### src/rtl/sample_stream_tx_if.sv
// Valid/ready sample stream feeding the tap-line transmitter.
// The source drives master; the transmitter takes slave.
interface sample_stream_tx_if #(
    parameter int BITS_PER_TAP = 8
);
    logic signed [BITS_PER_TAP-1:0] i_value;
    logic                           i_valid;
    logic                           o_ready;

    modport master (
        output i_value,
        output i_valid,
        input  o_ready
    );

    modport slave (
        input  i_value,
        input  i_valid,
        output o_ready
    );
endinterface

### src/rtl/sample_stream_tx.sv
// Tap-line sample transmitter: a small FIFO fed by a valid/ready source, replayed onto
// o_value with a paced capture strobe o_data_clk (SETUP low, HIGH high, LOW low).
module sample_stream_tx #(
    parameter int BITS_PER_TAP = 8,
    parameter int FIFO_DEPTH   = 4,
    parameter int SETUP_CYCLES = 2,
    parameter int HIGH_CYCLES  = 2,
    parameter int LOW_CYCLES   = 3
) (
    input  logic                           clk,
    input  logic                           rst,
    sample_stream_tx_if.slave              s_if,
    output logic signed [BITS_PER_TAP-1:0] o_value,
    output logic                           o_data_clk,
    output logic                           o_busy,
    output logic [15:0]                    o_sent_count
);

    localparam int AW    = $clog2(FIFO_DEPTH);
    localparam int MAX_A = (SETUP_CYCLES > HIGH_CYCLES) ? SETUP_CYCLES : HIGH_CYCLES;
    localparam int MAXC  = (MAX_A > LOW_CYCLES) ? MAX_A : LOW_CYCLES;
    localparam int CW    = (MAXC > 1) ? $clog2(MAXC) : 1;

    if (SETUP_CYCLES + LOW_CYCLES < 3) begin : g_bad_low_time
        $error("sample_stream_tx: SETUP_CYCLES+LOW_CYCLES must be >= 3");
    end
    if (FIFO_DEPTH < 2 || (1 << AW) != FIFO_DEPTH) begin : g_bad_depth
        $error("sample_stream_tx: FIFO_DEPTH must be a power of 2 and >= 2");
    end
    if (SETUP_CYCLES < 1 || HIGH_CYCLES < 1 || LOW_CYCLES < 1) begin : g_bad_phase
        $error("sample_stream_tx: every phase length must be >= 1");
    end

    typedef enum logic [1:0] {
        S_IDLE,
        S_SETUP,
        S_HIGH,
        S_LOW
    } state_e;

    // ---------------- input FIFO ----------------
    logic [BITS_PER_TAP-1:0] mem_q [FIFO_DEPTH];
    logic [AW:0]             wr_ptr_q, wr_ptr_d;
    logic [AW:0]             rd_ptr_q, rd_ptr_d;
    logic                    full;
    logic                    empty;
    logic                    push;
    logic                    pop;
    logic [BITS_PER_TAP-1:0] head;

    // Extra pointer bit distinguishes full from empty when the indices match.
    assign full  = (wr_ptr_q[AW] != rd_ptr_q[AW]) &&
                   (wr_ptr_q[AW-1:0] == rd_ptr_q[AW-1:0]);
    assign empty = (wr_ptr_q == rd_ptr_q);
    assign head  = mem_q[rd_ptr_q[AW-1:0]];

    assign s_if.o_ready = !full;
    assign push         = s_if.i_valid && !full;

    always_comb begin
        wr_ptr_d = wr_ptr_q + (AW+1)'(push);
        rd_ptr_d = rd_ptr_q + (AW+1)'(pop);
    end

    always_ff @(posedge clk) begin
        if (rst) begin
            wr_ptr_q <= '0;
            rd_ptr_q <= '0;
        end else begin
            wr_ptr_q <= wr_ptr_d;
            rd_ptr_q <= rd_ptr_d;
        end
    end

    always_ff @(posedge clk) begin
        if (push) begin
            mem_q[wr_ptr_q[AW-1:0]] <= s_if.i_value;
        end
    end

    // ---------------- strobe sequencer ----------------
    state_e                  state_q;
    logic [CW-1:0]           cnt_q;
    logic [BITS_PER_TAP-1:0] value_q;
    logic                    dclk_q;
    logic [15:0]             sent_q;
    logic                    cnt_done;

    assign cnt_done = (cnt_q == '0);
    // A new sample is taken from IDLE or on the final LOW cycle (back-to-back).
    assign pop      = !empty && ((state_q == S_IDLE) || ((state_q == S_LOW) && cnt_done));

    always_ff @(posedge clk) begin
        if (rst) begin
            state_q <= S_IDLE;
            cnt_q   <= '0;
            value_q <= '0;
            dclk_q  <= 1'b0;
            sent_q  <= '0;
        end else begin
            case (state_q)
                S_IDLE: begin
                    if (pop) begin
                        value_q <= head;
                        cnt_q   <= CW'(SETUP_CYCLES - 1);
                        state_q <= S_SETUP;
                    end
                end
                S_SETUP: begin
                    if (cnt_done) begin
                        dclk_q  <= 1'b1;
                        cnt_q   <= CW'(HIGH_CYCLES - 1);
                        state_q <= S_HIGH;
                    end else begin
                        cnt_q <= cnt_q - 1'b1;
                    end
                end
                S_HIGH: begin
                    if (cnt_done) begin
                        dclk_q  <= 1'b0;
                        sent_q  <= sent_q + 16'd1;
                        cnt_q   <= CW'(LOW_CYCLES - 1);
                        state_q <= S_LOW;
                    end else begin
                        cnt_q <= cnt_q - 1'b1;
                    end
                end
                S_LOW: begin
                    if (!cnt_done) begin
                        cnt_q <= cnt_q - 1'b1;
                    end else if (pop) begin
                        value_q <= head;
                        cnt_q   <= CW'(SETUP_CYCLES - 1);
                        state_q <= S_SETUP;
                    end else begin
                        state_q <= S_IDLE;
                    end
                end
                default: begin
                    dclk_q  <= 1'b0;
                    state_q <= S_IDLE;
                end
            endcase
        end
    end

    assign o_value      = value_q;
    assign o_data_clk   = dclk_q;
    assign o_sent_count = sent_q;
    assign o_busy       = (state_q != S_IDLE) || !empty;

endmodule

### src/flat_wrapper.sv
// flat-port wrapper written by rule: the top's interface ports become plain ports
module sample_stream_tx_flat 
#(
    parameter int BITS_PER_TAP = 8,
    parameter int FIFO_DEPTH   = 4,
    parameter int SETUP_CYCLES = 2,
    parameter int HIGH_CYCLES  = 2,
    parameter int LOW_CYCLES   = 3
)
  (clk, rst, o_value, o_data_clk, o_busy, o_sent_count, s_if_i_value, s_if_i_valid, s_if_o_ready);
  sample_stream_tx_if #(.BITS_PER_TAP(BITS_PER_TAP)) s_if_i ();
  input  logic clk;
  input  logic rst;
  output logic signed [BITS_PER_TAP-1:0] o_value;
  output logic o_data_clk;
  output logic o_busy;
  output logic [15:0] o_sent_count;
  input wire logic [$bits(s_if_i.i_value)-1:0] s_if_i_value;
  input wire logic [$bits(s_if_i.i_valid)-1:0] s_if_i_valid;
  output wire logic [$bits(s_if_i.o_ready)-1:0] s_if_o_ready;
  assign s_if_i.i_value = s_if_i_value;
  assign s_if_i.i_valid = s_if_i_valid;
  assign s_if_o_ready = s_if_i.o_ready;
  sample_stream_tx #(.BITS_PER_TAP(BITS_PER_TAP), .FIFO_DEPTH(FIFO_DEPTH), .SETUP_CYCLES(SETUP_CYCLES), .HIGH_CYCLES(HIGH_CYCLES), .LOW_CYCLES(LOW_CYCLES)) u_core (.clk(clk), .rst(rst), .s_if(s_if_i), .o_value(o_value), .o_data_clk(o_data_clk), .o_busy(o_busy), .o_sent_count(o_sent_count));
endmodule
### config.mk
export PLATFORM = sky130hd
export DESIGN_NAME = sample_stream_tx_flat
export DESIGN_NICKNAME = d
export VERILOG_FILES = /design/src/rtl/sample_stream_tx_if.sv /design/src/rtl/sample_stream_tx.sv /design/src/flat_wrapper.sv
export SDC_FILE = /design/constraint.sdc
export NUM_CORES = 1
export LEC_CHECK = 0
export CORE_ASPECT_RATIO = 0.6
export CORE_MARGIN = 2
export CORE_UTILIZATION = 35
export CTS_CLUSTER_DIAMETER = 200
export DETAILED_ROUTE_END_ITERATION = 7
export SKIP_LAST_GASP = 1
export SYNTH_ARGS = -nofsm -noshare
export SYNTH_HDL_FRONTEND = slang
export SYNTH_SLANG_ARGS = --single-unit
### constraint.sdc
create_clock -name clk -period 1.85 [get_ports clk]
set_input_delay 0.4625 -clock clk [delete_from_list [all_inputs] [get_ports clk]]
set_output_delay 0.4625 -clock clk [all_outputs]
set_load 0.005 [all_outputs]
# Word-level counts from Yosys, hierarchy flattened
# Memory sizes are Yosys's and may differ from the RTL's. A register that Yosys moved wholly into a read port is not among the register bits.
# Index checks and enable logic that the tools add are counted.
# totals
regBits	35
mem_bits_rw	32
inputBits	11
out_inout_bits	27
word_cells	59
mem_count	1
# mem_list
name	words	word_bits	rd	rd_ports_with_merged_regs	write_ports	line_no	text
u_core.mem_q	4	8	1	1	1	sample_stream_tx.sv:42	logic [BITS_PER_TAP-1:0] mem_q [FIFO_DEPTH];
# op_classes
addsub	4
eq_ne	10
mux	20
reduce_logical	17
# ops
cell	count
two-way mux 2 bit	9
adder 16 x 1 -> 16 bit (second input constant)	1
two-way mux 8 bit	2
case mux 2 bit (4 select lines)	2
case mux 8 bit (2 select lines)	1
!= test 2 x 1 -> 1 bit (second input constant)	4
adder 3 x 1 -> 3 bit	2
nonzero test 2 bit	3
two-way mux 1 bit	5
equality test 2 bit (second input constant)	2
logical AND 1 bit	4
logical NOT 2 bit	2
AND reduction 2 bit	2
AND reduction 4 bit	1
equality test 3 bit	1
AND reduction 3 bit	1
equality test 2 x 1 -> 1 bit (second input constant)	1
equality test 2 bit	1
logical NOT 1 bit	2
logical OR 1 bit	2
case mux 1 bit (2 select lines)	1
subtractor 2 x 1 -> 2 bit (second input constant)	1
!= test 1 bit	1

# Longest topological paths before layout
# Gate-level depths: netlist (run 1).
# depth
ltp_word	7
depth_mapped	9
depth_no_buf	8

# Worst setup path before layout (run 1)
# Ideal clock, no wire load.
# synth_timing
kind	register to register
start	register u_core.rd_ptr_q[1]
end	memory u_core.mem_q[1][0] (enable)
arrival_ns	1.536
required_time_ns	1.465
setup_slack_ns	-0.071
stages_incl_launch_ff	6
n_path_buf	1
cell_sequence	dfxtp_1 > buf_4 > xnor2_2 > nand3_1 > nand2_1 > nor3b_1
# synth_via
elab_chain_len	6
# synth_rtl
item	line_no	text
start, declared	sample_stream_tx.sv:44	logic [AW:0] rd_ptr_q, rd_ptr_d;
start signal, assigned	sample_stream_tx.sv:71	rd_ptr_q <= rd_ptr_d;
equality test 2 bit	sample_stream_tx.sv:53	(wr_ptr_q[AW-1:0] == rd_ptr_q[AW-1:0]);
logical AND 1 bit	sample_stream_tx.sv:52	assign full = (wr_ptr_q[AW] != rd_ptr_q[AW]) &&
logical NOT 1 bit	n/a	
net s_if_o_ready	flat_wrapper.sv:20	output wire logic [$bits(s_if_i.o_ready)-1:0] s_if_o_ready;
logical AND 1 bit	sample_stream_tx.sv:58	assign push = s_if.i_valid && !full;
two-way mux 1 bit	sample_stream_tx.sv:76	if (push) begin
two-way mux 1 bit (not written as such)	sample_stream_tx.sv:77	mem_q[wr_ptr_q[AW-1:0]] <= s_if.i_value;
end, declared	sample_stream_tx.sv:42	
# The timed path passes the listed nets, and every way through them passes these cells.

# Worst setup path after layout (run 1)
# layout_timing
start	register u_core.rd_ptr_q[1]
end	output port o_busy
# layout_via
elab_chain_len	3
# layout_rtl
item	line_no	text
equality test 3 bit	sample_stream_tx.sv:54	assign empty = (wr_ptr_q == rd_ptr_q);
logical NOT 1 bit	sample_stream_tx.sv:150	assign o_busy = (state_q != S_IDLE) || !empty;
logical OR 1 bit	sample_stream_tx.sv:150	
end, declared	flat_wrapper.sv:16	output logic o_busy;
# Every way passes these cells.

==> impl_results.md, run 1 <==
- Top area cells in the synthesized netlist: edfxtp_1 (33%), dfxtp_1 (24%), mux4_2 (6.1%)
- #FFs+latches synth: 67
- Crit end category: output pin
- Worst skew pair latency: 0.33 ns
- Cells after DPL: 392
- Routed Antenna Nets: 0
- Routed wire per std cell: 14.1 um
- Cts hold-fix bufs: 0
- TritonRoute pass-1 iters: 4
- Via density: 4.69
- Final Non-Filler Cells: 414
- Multi-input logic area: 1200 sq um
- WS Path Type: flop to output pin
- EDFF count, synth: 32
- CTS tree: yes
- Post-synth top cells: dfxtp_1 (35), edfxtp_1 (32), nor2_1 (27), ha_1 (13), inv_1 (12)
- Die Y: 74.9 um
- Vias: 1943
- Status: finished clean
- Required time worst endpoint: 1.39 ns
- Period utilization: 98.2%
- Max Clock Freq: 0.550 GHz
- Initial antenna violation count: 0
- Startpoint types: flop
- # IOs: 38
- Worst Max-Slew Pin Slew: 0.367 ns
- Total CTS buffers: 9
- First-pass GRT wire length: 9430 um
- Final Util: 50.0%
- DR iter-0 viols: 161
- Post-placement cell area: 3610 sq um
- Worst hold slack: 0.464 ns
- Total congestion overflow: 0
- Clock Skews: 0.00496 ns
- Fin. Hold Viols: 0
- Most common flop cell mapped by yosys: dfxtp_1
- DIE AREA: 9160 sq um
- # fillers: 703
- Worst slew margin: 75.3%
- R2R depth: 6
- Diodes inserted: 0
- Hold Path Class: flop to flop
- Tmin final: 1.82 ns
- Largest net degree at the start of global routing: 41
- PD cells: 1320 nW/um^2
- Count leader, synth: dfxtp_1
- Leakage power: 0.00146 uW
- Area leader, netlist: edfxtp_1
- Die width: 122 um
- Yosys cell types: 42
- Critical Path Fanout Max: 2
- Area delta synth->final: 36.5%
- Post-route cell area: 4000 sq um
- Mean Syn Cell Area: 12.6 sq um
- Final setup vio count: 0
- CP arrival: 1.35 ns
- Yosys warns: 0
- Input/output buffers: 37
- Number of global-route vias before repair: 1888
- Gpl congestion: 0.819
- Sequential share of the synthesized area: 56.6%
- Synth async-reset ratio: 0%
- Post-synth top area share: 32.8%
- Longest Clk Path Bufs: 2
- Routed wire length: 5850 um
- Share of cells above drive strength 1: 22.9%
- FF/Latch Area: 1670 sq um
- Fin nets: 325
- Clk sink count: 67
- Core Region: 8010 sq um
- Post-Synthesis Net Count: 256
- DP Worst Slack: 0.0720 ns
- Unrepaired setup endpoints after global routing: yes
- Remaining DRCs: 0
- Post-DP HPWL: 4060 um
- MaxCap Viol Count: 0
- Pins Over Slew Limit: 0
- Post-Synthesis Cell Area: 2930 sq um
- Final worst setup slack: 0.0330 ns
- Global-route usage over all layers: 14.2%
- H-Tree Depth: 3
- Cell row count: 25
- Clk slew on worst S/H paths: 0.05 ns
- Root Buffer: clkbuf_16
- Initial core utilization: 36.6%
- Max VDD drop: 0.563 mV
- Syn Inst Count: 232
- Hold Crit Depth: 2
worst max-delay path: stages (launching register included):
cell and delay [ns]:
dfxtp_1 0.33, xnor2_2 0.20, buf_4 0.15, nand4_1 0.13, clkdlybuf4s15_1 0.23
metrics by stage:
stage          TNS (ns)  power [uW]
3_5_place_dp          0        3360
2_1_floorplan   -0.0688        2730
5_1_grt         -0.0101        5570
3_3_place_gp          0        3340
4_1_cts         -0.0727        5310
6_report              0        5300
sequential cells by signal (all words and copies together), names as in the netlist:
signal               cells
u_core.cnt_q             2
u_core.mem_q            32
u_core.o_data_clk        1
u_core.o_sent_count     16
u_core.o_value           8
u_core.rd_ptr_q          3
u_core.state_q           2
u_core.wr_ptr_q          3
report_power, final:
group	internal, uW	switching [uW]
sequential	1740	109
combinational	860	700
clock	1310	587
total	3900	1400
kinds of logic (layout without fill, tap and decap cells):
kind of cell / after synthesis / count (layout) / share of synthesized area (%)
compound gates: 22 / 22 / 5.63
xor+xnor: 15 / 15 / 5.25
fa+ha+maj: 13 / 13 / 5.54
buf+inv: 20 / 94 / 3.11
flops: 67 / 67 / 56.6
mux: 21 / 21 / 10.7
simple gates: 74 / 74 / 13.1
worst paths after layout:
path | start | end | slack (ns)
worst max register to register | u_core.cnt_q[0] | u_core.o_sent_count[13] | 0.14
worst min-delay path | u_core.o_data_clk | u_core.o_data_clk | 0.46
worst max-delay path | u_core.rd_ptr_q[1] | o_busy | 0.03
worst min register to register | u_core.o_data_clk | u_core.o_data_clk | 0.46
per-layer routing:
layer | global-route usage [%] | part of all wire, % | wire (um) | vias to the layer above
li1 | - | - | - | 977
met3 | 6.29 | 6.1 | 358 | 8
met1 | 19.9 | 52 | 3040 | 912
met2 | 19.5 | 41 | 2370 | 46
met5 | 0 | 0 | 0 | -
met4 | 4.73 | 1.5 | 85 | 0
layout make-up:
type | instances | share of cell area, %
clock inverter | 6 | 2.59
timing repair buffer | 66 | 15.6
tap | 108 | 3.38
inverter | 12 | 1.13
multi-input combinational | 145 | 29.9
clock buffer | 10 | 5.72
sequential | 67 | 41.6
timing repair:
action,in CTS,in global routing
setup endpoints to repair,2,9
pin swaps,3,2
endpoints found under the hold margin,0,0
buffers inserted,4,2
gates resized for setup,5,7
placed cells by master, fill, tap and decap left out, types with 8 or more instances in the layout:
cell / count
nor2b_1: 8
xnor2_1: 10
edfxtp_1: 32
nand2_1: 11
clkbuf_16: 9
nor2_1: 27
buf_4: 26
inv_1: 12
dfxtp_1: 31
clkdlybuf4s50_1: 35
ha_1: 10
mux2i_1: 9
mux4_2: 8
Note: power is estimated with default switching activity, not from simulation.
==> run 2: changes to the inputs <==
Settings changed: GPL_ROUTABILITY_DRIVEN set to 0, SKIP_LAST_GASP 1 to unset.
==> impl_results.md, run 2 (same netlist as run 1, synthesis figures left out) <==
- Worst path cell trace: clkdlybuf4s50_1
- Clk slew on worst S/H paths: 0.05 ns (about the same)
- CP max stage cell: clkdlybuf4s50_1
- Die width: 122 um (unchanged)
- Initial core utilization: 36.6% (unchanged)
- Clk sink count: 67 (unchanged)
- Number of global-route vias before repair: 1884 (-0.21%)
- DP Worst Slack: 0.0720 ns (unchanged)
- Max VDD drop: 0.561 mV (-0.29%)
- Hold Path Class: flop to flop
- Switch share: 26.4% (+0.076 points)
- Critical Path Fanout Max: 4 (+2)
- Max Clock Freq: 0.565 GHz (+2.7%)
- Hold Path Origin: u_core.o_data_clk
- RR Endpoint: u_core.o_sent_count[13]
- H-Tree Depth: 3 (unchanged)
- Input/output buffers: 37 (unchanged)
- Tmin final: 1.77 ns (-0.0484 ns)
- R2R depth: 6 (unchanged)
- Largest net degree at the start of global routing: 41 (unchanged)
- Hold Crit Depth: 2 (unchanged)
- Commonest non-fill, non-tap cell in the layout: clkdlybuf4s50_1
- Max FFs per register: 32 (unchanged)
- WP buf/inv: 1 (-1)
- Fin. Hold Viols: 0 (unchanged)
- Share of cells above drive strength 1: 22.7% (-0.18 points)
- Diodes inserted: 0 (unchanged)
- # IOs: 38 (unchanged)
- WHS Endpoint: u_core.o_data_clk
- Post-DP HPWL: 4060 um (unchanged)
- Flop pwr share: 35.1% (+0.3 points)
- Remaining DRCs: 0 (unchanged)
- Period utilization: 95.6% (-2.6 points)
- Routed wire per std cell: 14.3 um (+0.88%)
- Die Y: 74.9 um (unchanged)
- Initial antenna violation count: 0 (unchanged)
- Cells after DPL: 392 (unchanged)
- Required time worst endpoint: 1.39 ns (about the same)
- Worst Max-Slew Pin Slew: 0.367 ns (unchanged)
- Routed Antenna Nets: 0 (unchanged)
- Total CTS buffers: 9 (unchanged)
- Cell internal pwr: 3870 uW (-0.80%)
- PD cells: 1320 nW/um^2 (-0.30%)
- WS Path Type: flop to output pin
- Unrepaired setup endpoints after global routing: no
- MaxCap Viol Count: 0 (unchanged)
- Clk pwr share: 36.0% (+0.3 points)
- Net Sw Power: 1390 uW (-0.41%)
- Global-route usage over all layers: 14.2% (-0.017 points)
- Fin nets: 323 (-0.62%)
- Leakage power: 0.00145 uW (-0.76%)
- Cell row count: 25 (unchanged)
- Crit end category: output pin
- Via density: 4.72 (+0.49%)
- Routed wire length: 5880 um (+0.39%)
- Crit path max-delay family: buffers and inverters
- Commonest cells after routing, fill and taps aside: clkdlybuf4s50_1 (35), edfxtp_1 (32), dfxtp_1 (31), nor2_1 (27), buf_4 (24)
- Logic gate share of total power: 28.9% (-0.5 points)
- Startpoint types: flop
- R2R Setup Slk: 0.15 ns (about the same)
- Vias: 1943 (unchanged)
- Root Buffer: clkbuf_16
- Core Region: 8010 sq um (unchanged)
- Clock Skews: 0.00490 ns (-0.0000682 ns)
- Final setup vio count: 0 (unchanged)
- Final Util: 49.8% (-0.20 points)
- Pins Over Slew Limit: 0 (unchanged)
- Power, Total: 5260 uW (-0.70%)
- # fillers: 704 (+0.14%)
- DR iter-0 viols: 178 (+11%)
- First-pass GRT wire length: 9420 um (-0.15%)
- Total congestion overflow: 0 (unchanged)
- Worst slew margin: 75.3% (unchanged)
- Critical R2R Launch: u_core.state_q[0]
- Final worst setup slack: 0.0814 ns (+0.0484 ns)
- Status: finished clean
- Worst stage delay on the critical path: 0.54 ns (+0.21 ns)
- Longest Clk Path Bufs: 2 (unchanged)
- Area delta synth->final: 35.9%
- TritonRoute pass-1 iters: 4 (unchanged)
- CP arrival: 1.31 ns (-0.04 ns)
- DIE AREA: 9160 sq um (unchanged)
- CTS tree: yes
- Final Non-Filler Cells: 412 (-0.48%)
- Worst skew pair latency: 0.32 ns (about the same)
- Cts hold-fix bufs: 0 (unchanged)
run 2: how the worst max path moves through the flow:
stage,startpoint,end,cells after the start
final,u_core.o_sent_count[3],o_sent_count[3],1
after global placement,s_if_i_valid,u_core.wr_ptr_q[1],6
after detailed placement,s_if_i_valid,u_core.wr_ptr_q[1],6
after floorplan,u_core.rd_ptr_q[1],u_core.mem_q[0][0],5
after CTS,u_core.wr_ptr_q[1],o_busy,4
after global routing,u_core.cnt_q[1],u_core.o_sent_count[15],6
run 2: final cells by class:
class                      instances  area (sq um)  share of cell area [%]
sequential                        67          1670                    41.8
multi-input combinational        145          1200                    30.2
timing repair buffer              64           604                    15.2
clock buffer                      10           229                    5.74
tap                              108           135                    3.39
clock inverter                     6           104                    2.60
inverter                          12          45.0                    1.13
run 2: routing by layer:
metal | GRT usage, % | share of wire, %
met5 | 0 | 0
met4 | 4.98 | 1.7
met2 | 19.3 | 40
met1 | 20.0 | 53
met3 | 6.21 | 5.2
run 2: worst register-to-register path, stage by stage (launching register included):
cell	delay, ns
dfxtp_1	0.30
inv_1	0.12
ha_2	0.26
nand4_4	0.13
nor4_4	0.34
nand3_1	0.12
mux2_1	0.31
run 2: power by group through the flow:
stage	combinational [uW]	clock (uW)	sequential (uW)
floorplan	867	0	1870
global placement	1470	0	1870
detailed placement	1480	0	1870
CTS	1530	1940	1850
global route	1680	1990	1870
finish	1520	1890	1850
run 2: through the flow:
step	hold WS, ns	area, sq um	TNS [ns]
floorplan	0.453	2940	-0.0688
global placement	0.445	3610	0
detailed placement	0.451	3610	0
CTS	0.460	3980	-0.0168
global route	0.500	3990	0
finish	0.464	3990	0
run 2: timing repair:
action | in CTS | in global routing
pin swaps | 3 | 1
endpoints found under the setup margin | 2 | 9
resized for setup | 6 | 6
setup buffers | 4 | 0
